`src/rtl/psa_accum_ctrl.sv`:
```
// Sequencer reducing a 16-bit operand stream through an external PSA_16bit.
// Optional error-wrap counter output enabled by defining PSA_ERR_CNT_EN.
module psa_accum_ctrl #(
    parameter int LEN_W = 8
) (
    input  logic             clk,
    input  logic             rst_n,
    input  logic             start,
    input  logic [LEN_W-1:0] len,
    input  logic             in_valid,
    input  logic [15:0]      in_data,
    output logic             in_ready,
    output logic [15:0]      psa_a,
    output logic [15:0]      psa_b,
    input  logic [15:0]      psa_sum,
    input  logic             psa_err,
    output logic             busy,
    output logic             done,
    output logic [15:0]      result,
    output logic             err_flag
`ifdef PSA_ERR_CNT_EN
    ,
    output logic [3:0]       err_cnt
`endif
);

    typedef enum logic [1:0] {
        IDLE,
        LOAD,
        ACCUM,
        DONE
    } state_t;

    state_t           state;
    state_t           state_nx;
    logic [LEN_W-1:0] len_q;
    logic [LEN_W-1:0] rem;
    logic [15:0]      acc;
    logic             hs;
    logic             go;

    always_ff @(posedge clk or negedge rst_n) begin
        if (!rst_n) begin
            state <= IDLE;
        end else begin
            state <= state_nx;
        end
    end

    always_comb begin
        state_nx = state;
        in_ready = 1'b0;
        psa_b    = '0;
        unique case (state)
            IDLE: begin
                if (start) begin
                    state_nx = (len == '0) ? DONE : LOAD;
                end
            end
            LOAD: begin
                in_ready = 1'b1;
                if (in_valid) begin
                    state_nx = (len_q == LEN_W'(1)) ? DONE : ACCUM;
                end
            end
            ACCUM: begin
                in_ready = 1'b1;
                psa_b    = in_data;
                if (in_valid && rem == LEN_W'(1)) begin
                    state_nx = DONE;
                end
            end
            DONE: begin
                state_nx = IDLE;
            end
            default: begin
                state_nx = IDLE;
            end
        endcase
    end

    assign hs = in_valid & in_ready;
    assign go = (state == IDLE) & start;

    // The first word is loaded directly; only later words go through the PSA.
    always_ff @(posedge clk or negedge rst_n) begin
        if (!rst_n) begin
            acc      <= '0;
            rem      <= '0;
            len_q    <= '0;
            err_flag <= 1'b0;
            done     <= 1'b0;
`ifdef PSA_ERR_CNT_EN
            err_cnt  <= '0;
`endif
        end else begin
            done <= (state == DONE);
            if (go) begin
                acc      <= '0;
                rem      <= '0;
                len_q    <= len;
                err_flag <= 1'b0;
`ifdef PSA_ERR_CNT_EN
                err_cnt  <= '0;
`endif
            end else if (hs && state == LOAD) begin
                acc <= in_data;
                rem <= len_q - LEN_W'(1);
            end else if (hs && state == ACCUM) begin
                acc      <= psa_sum;
                rem      <= rem - LEN_W'(1);
                err_flag <= err_flag | psa_err;
`ifdef PSA_ERR_CNT_EN
                if (psa_err && err_cnt != 4'hf) begin
                    err_cnt <= err_cnt + 4'd1;
                end
`endif
            end
        end
    end

    assign psa_a  = acc;
    assign result = acc;
    assign busy   = (state != IDLE);

endmodule
```
`config.mk`:
```
export PLATFORM = sky130hd
export DESIGN_NAME = psa_accum_ctrl
export DESIGN_NICKNAME = d
export VERILOG_FILES = /design/src/rtl/psa_accum_ctrl.sv
export SDC_FILE = /design/constraint.sdc
export NUM_CORES = 1
export LEC_CHECK = 0
export ABC_AREA = 1
export BUFFER_PORTS_ARGS = -buffer_cell sky130_fd_sc_hd__buf_2
export CORE_MARGIN = 3
export CORE_UTILIZATION = 37
export CTS_CLUSTER_DIAMETER = 200
export CTS_CLUSTER_SIZE = 24
export DETAILED_ROUTE_END_ITERATION = 16
export HOLD_SLACK_MARGIN = 0.12
export SETUP_SLACK_MARGIN = 0.02
export SLEW_MARGIN = 10
export SYNTH_ARGS = -nofsm -noshare
export SYNTH_HDL_FRONTEND = slang
export SYNTH_SLANG_ARGS = --single-unit
```
`constraint.sdc`:
```
create_clock -name clk -period 2 [get_ports clk]
set_input_delay 0.3 -clock clk [delete_from_list [all_inputs] [get_ports clk]]
set_output_delay 0.3 -clock clk [all_outputs]
set_load 0.1 [all_outputs]
```
==> impl_metrics.tcl <==
set metrics [dict create \
    met1_usage_pct 22.5 \
    hp-class "input pin to async pin" \
    grt.total_usage_pct 16.7 \
    syn_nets 364 \
    hold_buffers 0 \
    grt_pass1_vias 2133 \
    wire_per_inst_um 12.9 \
    grt_max_degree 37 \
    setup_tns_ns 0 \
    antenna_cells 0 \
    syn-cell-area_mm2 0.00238 \
    grt_pass1_wl_um 9960 \
    clkSinkCount 36 \
    setup_violations 0 \
    critPathKind "flip-flop to output port" \
    grt_use_met3_pct 2.95 \
    drc 0 \
    cp_max_fo 17 \
    ys_types 28 \
    post-route-util_pct 53.9 \
    drv_slew 0 \
    viasPerCell 4.73 \
    yosys-top-cells-area "dfrtp_1 (38%), nand2_1 (14%), inv_1 (6.6%)" \
    area_growth_pct 37.3 \
    finalCritPeriodShare_pct 93.6 \
    firstDrtPassIters 4 \
    die_w_um 86.2 \
    rows 28 \
    slew_headroom_pct 46.6 \
    start_util_pct 39.3 \
    cpMaxStageDelayCell "dfrtp_2" \
    yosys.area.top_type "dfrtp_1" \
    slowest_delay_ns 0.44 \
    gp_congestion 0.872 \
    cp_cell_sequence "inv_2 -> ha_1 -> buf_8 -> nand2_1 -> clkinvlp_4 -> buf_12" \
    final.min_clock_period_ns 1.87 \
    overflow 0 \
    syn_inst 310 \
    htreeDepth 2 \
    core-area_mm2 0.00606 \
    worst-path-buf-inv 4 \
    clock_skew_ns 0.00574 \
    end_kind "output port" \
    root_buffer "clkbuf_8" \
    grt_busiest_layer "met2" \
    drv_cap 0 \
    dieHeight_um 86.2 \
    crit_path_start_kind "flip-flop" \
    syn_avg_cell_area_um2 7.68 \
    port_buffers 96 \
    ys_warn_count 0 \
    grt_antenna_before_repair 0 \
    antenna_left 0 \
    wl_um 6110 \
    nets 453 \
    critPathTopFamily "buffers and inverters" \
    crit_required_ns 1.70 \
    clk_latency_ns 0.29 \
    grt_use_met2_pct 27.3 \
    fmax_mhz 534 \
    worstMarginPinSlew_ns 0.801 \
    yosysSeqAreaShare_pct 37.9 \
    ys_ff_latch 36 \
    drive_above_1_share_pct 36.0 \
    synthDominantCellAreaShare_pct 37.9 \
    dp_hpwl_um 4840 \
    die-area_mm2 0.00743 \
    hold_viol 0 \
    cts_tree "done" \
    cts-buffers-inserted 5 \
    io_pins 97 \
    route.vias.total 2245 \
    arrival_ns 1.57 \
    status "finished, final reports clean" \
    cts_buffer_depth 2 \
    drtIter0Drc 105 \
    path_clk_slew_ns 0.07 \
]
## cell usage after synthesis
cell      instances
nand2_1          91
inv_1            42
dfrtp_1          36
o21ai_0          26
nand3_1          22
nor2_1           20
buf_4            18
mux2i_1          15
ha_1              9
o21ai_2           9
buf_2             3
nand2_2           2
nor2_8            2
a21oi_1           1
a31oi_1           1
buf_1             1
buf_8             1
clkbuf_1          1
inv_2             1
inv_4             1
nand3_2           1
nand3b_1          1
nand4_1           1
nor3_4            1
o22ai_1           1
o22ai_2           1
xnor2_1           1
xor2_1            1
## per-layer routing
metal	share of wire, %	wire, µm
met1	45	2760
met2	50	3070
met3	3.2	196
met4	1.3	82
met5	0	0
## through the flow
| step | setup slack (ns) | instances | area (µm²) | hold slack [ns] |
|---|---|---|---|---|
| 6_report | 0.127 | 475 | 3270 | 0.0911 |
| 5_1_grt | -0.00523 | 475 | 3270 | 0.163 |
| 4_1_cts | 0.0472 | 472 | 3240 | 0.136 |
| 3_5_place_dp | 0.116 | 464 | 3130 | 0.453 |
| 3_3_place_gp | 0.199 | 464 | 3130 | 0.442 |
| 2_1_floorplan | -0.105 | 310 | 2420 | 0.00441 |
## state kept, by name (all words and copies together) (netlist names)
register / flops
len_q: 8
done: 1
err_flag: 1
rem: 8
psa_a: 16
state: 2
## cell type report
type	instances	area, µm²
clock inverters	2	35.0
fillers	573	2790
well taps	75	93.8
repair buffers	106	818
inverters	44	205
multi-input cells	206	1140
flip-flops and latches	36	902
clock buffers	6	72.6
## repair_timing
item                                    CTS  global route
buffers inserted                          0             3
gates resized for setup                   1             6
endpoints found under the setup margin   10            26
pin swaps                                 0             1
## worst paths after layout
path / from / end / slack (ns) / cells after the start
max reg2reg: state[1]$_DFFE_PN0P_ / psa_a[4]$_DFFE_PN0P_ / 0.15 / 9
min reg2reg: psa_a[0]$_DFFE_PN0P_ / psa_a[0]$_DFFE_PN0P_ / 0.51 / 2
max: state[0]$_DFFE_PN0P_ / psa_b[8] / 0.13 / 6
min in group clk: len[5] / len_q[5]$_DFFE_PN0P_ / 0.23 / 3
min: rst_n / len_q[5]$_DFFE_PN0P_ / 0.09 / 1
max in group asynchronous: rst_n / state[0]$_DFFE_PN0P_ / 1.35 / 1
## cells by family after synthesis
| logic type | count (synthesis) | synth area share, % |
|---|---|---|
| AOI/OAI and AO/OA | 39 | 10.0 |
| xor gates and xnor gates | 2 | 0.736 |
| adders and majority gates | 9 | 4.73 |
| buffers and inverters | 68 | 14.3 |
| DFF | 36 | 37.9 |
| muxes | 15 | 6.31 |
| and+or+nand+nor | 141 | 26.0 |
## worst register-to-register path: stages, from the launching register on
cell     delay (ns)
dfrtp_1        0.42
inv_1          0.11
ha_2           0.38
nand2_2        0.10
nor2_8         0.10
nor3_4         0.04
buf_4          0.16
nor2_8         0.16
inv_4          0.13
o21ai_0        0.18
## cells in the final DEF, fill, tap and decap left out, types with 2 or more instances in the layout
cell / instances
o21ai_0: 24
o21ai_2: 9
o21ai_1: 2
clkbuf_8: 5
inv_1: 31
buf_12: 17
inv_2: 2
dfrtp_1: 35
buf_4: 8
nand2_2: 2
nand2_1: 91
nor2_8: 2
ha_1: 8
mux2i_1: 15
buf_2: 79
nand3_1: 22
nor2_1: 20
clkinvlp_4: 10
Power is not shown: default switching activity piles up to over one toggle a cycle in this logic, so the estimate is an artifact.
